File: src/rtl/realtank_soc_bus_in_stage_if.sv
// rtl/realtank_soc_bus_in_stage_if.sv - bus bundle between a master port and its matrix input stage
interface realtank_soc_bus_in_stage_if #(
  parameter int ADDR_WIDTH = 32
);
  logic                  HSELS;
  logic [ADDR_WIDTH-1:0] HADDRS;
  logic [1:0]            HTRANSS;
  logic                  HWRITES;
  logic [2:0]            HSIZES;
  logic [2:0]            HBURSTS;
  logic [3:0]            HPROTS;
  logic                  HMASTLOCKS;
  logic                  HREADYS;
  logic                  active_dec;
  logic                  readyout_dec;
  logic                  resp_dec;
  logic                  HSELM;
  logic [ADDR_WIDTH-1:0] HADDRM;
  logic [1:0]            HTRANSM;
  logic                  HWRITEM;
  logic [2:0]            HSIZEM;
  logic [2:0]            HBURSTM;
  logic [3:0]            HPROTM;
  logic                  HMASTLOCKM;
  logic                  req_port;
  logic                  HREADYOUTS;
  logic                  HRESPS;

  modport master (
    output HSELS, HADDRS, HTRANSS, HWRITES, HSIZES, HBURSTS, HPROTS, HMASTLOCKS, HREADYS,
    output active_dec, readyout_dec, resp_dec,
    input  HSELM, HADDRM, HTRANSM, HWRITEM, HSIZEM, HBURSTM, HPROTM, HMASTLOCKM,
    input  req_port, HREADYOUTS, HRESPS
  );

  modport slave (
    input  HSELS, HADDRS, HTRANSS, HWRITES, HSIZES, HBURSTS, HPROTS, HMASTLOCKS, HREADYS,
    input  active_dec, readyout_dec, resp_dec,
    output HSELM, HADDRM, HTRANSM, HWRITEM, HSIZEM, HBURSTM, HPROTM, HMASTLOCKM,
    output req_port, HREADYOUTS, HRESPS
  );
endinterface

File: src/rtl/realtank_soc_bus_in_stage.sv
// rtl/realtank_soc_bus_in_stage.sv - AHB matrix input stage: holds denied address phases and tracks the data phase
module realtank_soc_bus_in_stage #(
  parameter int ADDR_WIDTH = 32
) (
  input  logic                            HCLK,
  input  logic                            HRESETn,
  realtank_soc_bus_in_stage_if.slave      bus
);
  localparam logic [1:0] TRANS_NONSEQ = 2'b10;
  localparam logic [1:0] TRANS_SEQ    = 2'b11;
  localparam logic [2:0] BURST_INCR   = 3'b001;

  logic [ADDR_WIDTH-1:0] r_addr;
  logic [1:0]            r_trans;
  logic                  r_write;
  logic [2:0]            r_size;
  logic [2:0]            r_burst;
  logic [3:0]            r_prot;
  logic                  r_lock;
  logic                  r_pend;
  logic                  r_data_phase;

  logic w_trans_valid;
  logic w_grant_now;

  assign w_trans_valid = bus.HSELS & bus.HTRANSS[1] & bus.HREADYS;
  assign w_grant_now   = (w_trans_valid | r_pend) & bus.active_dec;

  always_ff @(posedge HCLK) begin
    if (!HRESETn) begin
      r_addr       <= '0;
      r_trans      <= '0;
      r_write      <= 1'b0;
      r_size       <= '0;
      r_burst      <= '0;
      r_prot       <= '0;
      r_lock       <= 1'b0;
      r_pend       <= 1'b0;
      r_data_phase <= 1'b0;
    end else begin
      if (w_trans_valid) begin
        r_addr  <= bus.HADDRS;
        r_trans <= bus.HTRANSS;
        r_write <= bus.HWRITES;
        r_size  <= bus.HSIZES;
        r_burst <= bus.HBURSTS;
        r_prot  <= bus.HPROTS;
        r_lock  <= bus.HMASTLOCKS;
      end
      // A pending transfer forces HREADYS low, so set and clear never coincide.
      if (w_trans_valid && !bus.active_dec) begin
        r_pend <= 1'b1;
      end else if (r_pend && bus.active_dec) begin
        r_pend <= 1'b0;
      end
      if (w_grant_now) begin
        r_data_phase <= 1'b1;
      end else if (r_data_phase && bus.readyout_dec) begin
        r_data_phase <= 1'b0;
      end
    end
  end

  // A re-arbitrated SEQ beat restarts as an undefined-length burst.
  always_comb begin
    bus.HSELM      = r_pend | bus.HSELS;
    bus.HADDRM     = bus.HADDRS;
    bus.HTRANSM    = bus.HTRANSS;
    bus.HWRITEM    = bus.HWRITES;
    bus.HSIZEM     = bus.HSIZES;
    bus.HBURSTM    = bus.HBURSTS;
    bus.HPROTM     = bus.HPROTS;
    bus.HMASTLOCKM = bus.HMASTLOCKS;
    if (r_pend) begin
      bus.HADDRM     = r_addr;
      bus.HTRANSM    = (r_trans == TRANS_SEQ) ? TRANS_NONSEQ : r_trans;
      bus.HWRITEM    = r_write;
      bus.HSIZEM     = r_size;
      bus.HBURSTM    = (r_trans == TRANS_SEQ) ? BURST_INCR : r_burst;
      bus.HPROTM     = r_prot;
      bus.HMASTLOCKM = r_lock;
    end
  end

  assign bus.req_port   = r_pend | w_trans_valid;
  assign bus.HREADYOUTS = r_pend ? 1'b0 : (r_data_phase ? bus.readyout_dec : 1'b1);
  assign bus.HRESPS     = r_data_phase ? bus.resp_dec : 1'b0;
endmodule

File: src/flat_wrapper.sv
// flat-port wrapper written by rule: the top's interface ports become plain ports
module realtank_soc_bus_in_stage_flat 
#(
  parameter int ADDR_WIDTH = 32
)
  (HCLK, HRESETn, bus_HSELS, bus_HADDRS, bus_HTRANSS, bus_HWRITES, bus_HSIZES, bus_HBURSTS, bus_HPROTS, bus_HMASTLOCKS, bus_HREADYS, bus_active_dec, bus_readyout_dec, bus_resp_dec, bus_HSELM, bus_HADDRM, bus_HTRANSM, bus_HWRITEM, bus_HSIZEM, bus_HBURSTM, bus_HPROTM, bus_HMASTLOCKM, bus_req_port, bus_HREADYOUTS, bus_HRESPS);
  realtank_soc_bus_in_stage_if #(.ADDR_WIDTH(ADDR_WIDTH)) bus_i ();
  input  logic HCLK;
  input  logic HRESETn;
  input wire logic [$bits(bus_i.HSELS)-1:0] bus_HSELS;
  input wire logic [$bits(bus_i.HADDRS)-1:0] bus_HADDRS;
  input wire logic [$bits(bus_i.HTRANSS)-1:0] bus_HTRANSS;
  input wire logic [$bits(bus_i.HWRITES)-1:0] bus_HWRITES;
  input wire logic [$bits(bus_i.HSIZES)-1:0] bus_HSIZES;
  input wire logic [$bits(bus_i.HBURSTS)-1:0] bus_HBURSTS;
  input wire logic [$bits(bus_i.HPROTS)-1:0] bus_HPROTS;
  input wire logic [$bits(bus_i.HMASTLOCKS)-1:0] bus_HMASTLOCKS;
  input wire logic [$bits(bus_i.HREADYS)-1:0] bus_HREADYS;
  input wire logic [$bits(bus_i.active_dec)-1:0] bus_active_dec;
  input wire logic [$bits(bus_i.readyout_dec)-1:0] bus_readyout_dec;
  input wire logic [$bits(bus_i.resp_dec)-1:0] bus_resp_dec;
  output wire logic [$bits(bus_i.HSELM)-1:0] bus_HSELM;
  output wire logic [$bits(bus_i.HADDRM)-1:0] bus_HADDRM;
  output wire logic [$bits(bus_i.HTRANSM)-1:0] bus_HTRANSM;
  output wire logic [$bits(bus_i.HWRITEM)-1:0] bus_HWRITEM;
  output wire logic [$bits(bus_i.HSIZEM)-1:0] bus_HSIZEM;
  output wire logic [$bits(bus_i.HBURSTM)-1:0] bus_HBURSTM;
  output wire logic [$bits(bus_i.HPROTM)-1:0] bus_HPROTM;
  output wire logic [$bits(bus_i.HMASTLOCKM)-1:0] bus_HMASTLOCKM;
  output wire logic [$bits(bus_i.req_port)-1:0] bus_req_port;
  output wire logic [$bits(bus_i.HREADYOUTS)-1:0] bus_HREADYOUTS;
  output wire logic [$bits(bus_i.HRESPS)-1:0] bus_HRESPS;
  assign bus_i.HSELS = bus_HSELS;
  assign bus_i.HADDRS = bus_HADDRS;
  assign bus_i.HTRANSS = bus_HTRANSS;
  assign bus_i.HWRITES = bus_HWRITES;
  assign bus_i.HSIZES = bus_HSIZES;
  assign bus_i.HBURSTS = bus_HBURSTS;
  assign bus_i.HPROTS = bus_HPROTS;
  assign bus_i.HMASTLOCKS = bus_HMASTLOCKS;
  assign bus_i.HREADYS = bus_HREADYS;
  assign bus_i.active_dec = bus_active_dec;
  assign bus_i.readyout_dec = bus_readyout_dec;
  assign bus_i.resp_dec = bus_resp_dec;
  assign bus_HSELM = bus_i.HSELM;
  assign bus_HADDRM = bus_i.HADDRM;
  assign bus_HTRANSM = bus_i.HTRANSM;
  assign bus_HWRITEM = bus_i.HWRITEM;
  assign bus_HSIZEM = bus_i.HSIZEM;
  assign bus_HBURSTM = bus_i.HBURSTM;
  assign bus_HPROTM = bus_i.HPROTM;
  assign bus_HMASTLOCKM = bus_i.HMASTLOCKM;
  assign bus_req_port = bus_i.req_port;
  assign bus_HREADYOUTS = bus_i.HREADYOUTS;
  assign bus_HRESPS = bus_i.HRESPS;
  realtank_soc_bus_in_stage #(.ADDR_WIDTH(ADDR_WIDTH)) u_core (.HCLK(HCLK), .HRESETn(HRESETn), .bus(bus_i));
endmodule
File: config.mk
export PLATFORM = sky130hd
export DESIGN_NAME = realtank_soc_bus_in_stage_flat
export DESIGN_NICKNAME = d
export VERILOG_FILES = /design/src/rtl/realtank_soc_bus_in_stage_if.sv /design/src/rtl/realtank_soc_bus_in_stage.sv /design/src/flat_wrapper.sv
export SDC_FILE = /design/constraint.sdc
export NUM_CORES = 1
export LEC_CHECK = 0
export CAP_MARGIN = 20
export CORE_UTILIZATION = 49
export CTS_BUF_LIST = sky130_fd_sc_hd__clkbuf_4
export CTS_CLUSTER_DIAMETER = 50
export DETAILED_ROUTE_END_ITERATION = 12
export HOLD_SLACK_MARGIN = 0.03
export PLACE_DENSITY = 0.88
export SLEW_MARGIN = 20
export SYNTH_ARGS = -nofsm -noshare
export SYNTH_HDL_FRONTEND = slang
export SYNTH_SLANG_ARGS = --single-unit
File: constraint.sdc
create_clock -name HCLK -period 2.65 [get_ports HCLK]
set_input_delay 0.795 -clock HCLK [delete_from_list [all_inputs] [get_ports HCLK]]
set_output_delay 0.795 -clock HCLK [all_outputs]
set_load 0.01 [all_outputs]
Word level (Yosys, flattened, before mapping)
Cells that the tools add are included.
{"block": "totals", "regBits": 48, "output_inout_bits": 50}
{"block": "op_classes", "n_eq_ne": 1, "n_mux": 16, "n_bitwise": 5, "n_reduce_logical": 6}
{"op": "$mux 32", "count": 1}
{"op": "$mux 1", "count": 9}
{"op": "$mux 3", "count": 3}
{"op": "$mux 2", "count": 2}
{"op": "$mux 4", "count": 1}
{"op": "$reduce_bool 2->1", "count": 2}
{"op": "$and 1x1->1", "count": 3}
{"op": "$logic_and 1x1->1", "count": 3}
{"op": "$eq 2x2->1 const B", "count": 1}
{"op": "$or 1x1->1", "count": 2}
{"op": "$logic_not 1->1", "count": 1}

Longest topological paths before layout
Gate-level depths: netlist of the first run.
{"block": "logic_depth", "word_depth": 5, "mapped_depth": 5, "depth_no_buf": 3}

Worst setup path after synthesis of the first run
No wires, ideal clock.
{"block": "synth_timing", "path_type": "input to output", "from": "in bus_HREADYS", "to": "out bus_req_port", "t_arrival_ns": 1.144, "required_time_ns": 1.855, "setup_slack_ns": 0.711, "cell_stages": 3, "path_cell_list": "nand3_2 > buf_6 > nand2b_1"}
{"block": "synth_via", "elab_chain_len": 2}
{"element": "start, declared", "line": "flat_wrapper.sv:18", "rtl": "input wire logic [$bits(bus_i.HREADYS)-1:0] bus_HREADYS;"}
{"element": "$and 1x1->1", "line": "realtank_soc_bus_in_stage.sv:26", "rtl": "assign w_trans_valid = bus.HSELS & bus.HTRANSS[1] & bus.HREADYS;"}
{"element": "$or 1x1->1", "line": "realtank_soc_bus_in_stage.sv:85", "rtl": "assign bus.req_port = r_pend | w_trans_valid;"}
{"element": "end, declared", "line": "flat_wrapper.sv:30", "rtl": "output wire logic [$bits(bus_i.req_port)-1:0] bus_req_port;"}
Every way passes these cells.

Final worst setup path of the first run
{"block": "layout_timing", "from": "in bus_HWRITES", "to": "out bus_HWRITEM"}
{"block": "layout_via", "elab_chain_len": 1}
{"element": "start, declared", "line": "flat_wrapper.sv:13", "rtl": "input wire logic [$bits(bus_i.HWRITES)-1:0] bus_HWRITES;"}
{"element": "$mux 1", "line": "realtank_soc_bus_in_stage.sv:74", "rtl": "if (r_pend) begin"}
{"element": "end, declared", "line": "flat_wrapper.sv:25", "rtl": "output wire logic [$bits(bus_i.HWRITEM)-1:0] bus_HWRITEM;"}
Every way passes these cells.

==> results.json, run 1 <==
{
  "cts_max_path_buffers": 2,
  "synthTopCellsByArea": "dfxtp_1 36%, mux2_4 23%, nand3_1 8.7%",
  "p_seq_frac": 0.496,
  "die_h_um": 75.61,
  "maxSlewViolCount": 0,
  "clock_latency_ns": 0.36,
  "final_common_cell": "dlygate4sd2_1",
  "switching_share": 0.2499,
  "io_pins": 103,
  "skew_ns": 0.0001098,
  "die_width_um": 75.61,
  "pre_cts_ws_ns": -0.2198,
  "setup_viol": 0,
  "cp_top_family": "buffers and inverters",
  "nNetsFinal": 419,
  "grt_pass1_vias": 2043,
  "final.min_clock_period_ns": 2.604,
  "drtAntennaViolNets": 0,
  "coreArea_um2": 5172,
  "viasPerCell": 5.114,
  "max_freq_mhz": 384.0,
  "wl_mm": 5.791,
  "crit_buf_inv": 2,
  "cellLeakagePower_nw": 1.565,
  "synthSimpleGateAreaFrac": 0.1762,
  "grt_max_degree": 93,
  "finalPower_mw": 1.534,
  "finalCritPeriodShare": 0.9827,
  "slowest_stage": "clkdlybuf4s50_1",
  "comb_power_share": 0.220,
  "num_rows": 26,
  "maxCapViolCount": 0,
  "vias": 2235,
  "numPlacedInstances": 429,
  "clk_pin_slew_worst_paths_ns": 0.14,
  "ys_seq_area_frac": 0.3619,
  "synth_top_family_by_area": "multiplexers",
  "synth.mux.area_fraction": 0.2347,
  "synthAdderAreaFrac": 0,
  "power_density_nw_per_um2": 418.1,
  "cts.sinks": 48,
  "hp-class": "reg2reg",
  "initial_utilization": 0.5133,
  "crit_required_ns": 1.86,
  "critPathArrivalTime_ns": 1.81,
  "synth_edf_count": 0,
  "dp_hpwl_mm": 4.192,
  "n_fill_cell": 417,
  "antenna_found_initial": 0,
  "tns_ns": 0,
  "crit_chain": "clkdlybuf4s50_1, mux2_4, dlygate4sd2_1",
  "grt_usage": 0.2043,
  "synth-compound-area-share": 0.1395,
  "fin_ws_ns": 0.04578,
  "portBuffers": 102,
  "drt_pre_antenna_iters": 4,
  "cts_setup_buffers": 0,
  "final_cell_mix": "50 x dlygate4sd2_1, 49 x clkdlybuf4s50_1, 47 x nand2_1, 47 x dfxtp_1, 46 x nand3_1",
  "ys_ff_latch": 48,
  "tritoncts": "done",
  "yosysTopAreaCell": "dfxtp_1",
  "synthArstFlopShare": 0,
  "drtIter0Drc": 141,
  "endpoint_kind": "output port",
  "yosys_warnings": 0,
  "syn_area_per_cell_um2": 9.655,
  "outcome": "completed",
  "yosysTopAreaCellShare": 0.3619,
  "ys.flop_type": "dfxtp_1",
  "irDropWorstVdd_v": 0.0002583,
  "synth_cell_types": 24,
  "place.gp.congestion": 0.7026,
  "cts_buffers": 5,
  "cts_hold_buffers": 0,
  "synth_nets": 328,
  "cts-root-buf": "clkbuf_4",
  "fin_cells": 437,
  "worst_pin_slew_ns": 0.9957,
  "rsz0062_at_grt": "no",
  "cpPeakStageDelay_ns": 0.45,
  "synthesis.area_um2": 2655,
  "wl_per_cell_um": 13.25,
  "hold_viol_final": 0,
  "crit_fanout": 2,
  "syn_inst": 275,
  "start_kind": "input port",
  "drc": 0,
  "grt_remaining_overflow": 0,
  "drive_gt1_frac": 0.2452,
  "intPower_mw": 1.151,
  "relSlewSlack": 0.3362,
  "p_clk_frac": 0.284,
  "switchingPower_mw": 0.3835,
  "die_area_um2": 5717,
  "critPathKind": "in2out",
  "n_antenna_cell": 0,
  "grt_pass1_wl_mm": 8.838,
  "cts_max_level": 2,
  "synth-xor-area-share": 0,
  "area_growth_pct": 38.22
}
## cells by family (layout without fill, tap and decap cells)
logic type	Yosys count	count (layout)
AOI/OAI and AO/OA	53	53
buffers and inverters	30	122
DFF	48	48
muxes	42	42
and+or+nand+nor	102	102
## metrics by stage
stage / util / hold slack [ns] / cell area, um^2
floorplan: - / 0.4363 / 2655
global placement: 0.7051 / 0.4425 / 3647
detailed placement: 0.7051 / 0.4501 / 3647
CTS: 0.7085 / 0.4689 / 3665
global route: 0.7095 / 0.4824 / 3670
finish: 0.7095 / 0.4695 / 3670
## worst paths after layout
kind,to,start,cells after the start,slack [ns]
hold / removal,u_core.r_burst[0],u_core.r_burst[0],2,0.47
setup reg to reg,u_core.r_pend,u_core.r_pend,3,1.63
hold reg to reg,u_core.r_burst[0],u_core.r_burst[0],2,0.47
setup / recovery,bus_HWRITEM,bus_HWRITES,3,0.05
## sequential cells by signal, summed over array words and instances (netlist names)
name                 flops
u_core.r_trans           2
u_core.r_lock            1
u_core.r_addr           32
u_core.r_pend            1
u_core.r_burst           3
u_core.r_prot            4
u_core.r_size            3
u_core.r_data_phase      1
u_core.r_write           1
## area by class of cell
class | count | area [um^2] | share of cell area
multi-input cells | 197 | 1469 | 0.4003
repair buffers | 110 | 1056 | 0.2878
flip-flops and latches | 48 | 962.2 | 0.2622
well taps | 70 | 87.58 | 0.02387
clock buffers | 6 | 45.04 | 0.01227
clock inverters | 2 | 35.03 | 0.009547
inverters | 4 | 15.01 | 0.004091
## tightest hold or removal path: stages, from the launching register on
cell     delay, ns
dfxtp_1       0.34
nand3_1       0.06
o21ai_1       0.05
## cells in the mapped netlist (2+ instances only)
| library cell | count |
|---|---|
| inv_1 | 4 |
| buf_6 | 14 |
| buf_2 | 9 |
| nand3_1 | 46 |
| dfxtp_1 | 48 |
| nand3_2 | 2 |
| o21ai_0 | 16 |
| nand2_1 | 47 |
| mux2_4 | 40 |
| nor2_1 | 2 |
| o21ai_2 | 25 |
| o21ai_1 | 7 |
| clkbuf_1 | 2 |
| a21oi_1 | 2 |
| mux2_2 | 2 |
## what timing repair did
item,CTS,global route
gates resized for setup,50,2
pin swaps,0,0
setup endpoints to repair,50,2
## metal layers
| layer | global-route usage | part of all wire | up-vias |
|---|---|---|---|
| li1 | - | - | 1147 |
| met1 | 0.2229 | 0.42 | 1013 |
| met2 | 0.3810 | 0.51 | 69 |
| met3 | 0.06085 | 0.066 | 6 |
| met4 | 0.05967 | 0.0093 | 0 |
| met5 | 0 | 0 | - |
## power groups by stage
stage               Combinational (mW)  Sequential, mW  Clock [mW]
floorplan                        0.190           0.772           0
finish                           0.338           0.761       0.436
global route                     0.369           0.763       0.482
CTS                              0.341           0.761       0.455
detailed placement               0.374           0.777           0
global placement                 0.367           0.775           0
(Power assumes the default switching activity.)
==> inputs of run 2 (changes only) <==
Settings changed: ABC_CLOCK_PERIOD_IN_PS set to 2650, SLEW_MARGIN 20 to not set.
==> results of run 2 <==
Same layout as run 1: the final DEF is identical, and so are final timing and power.
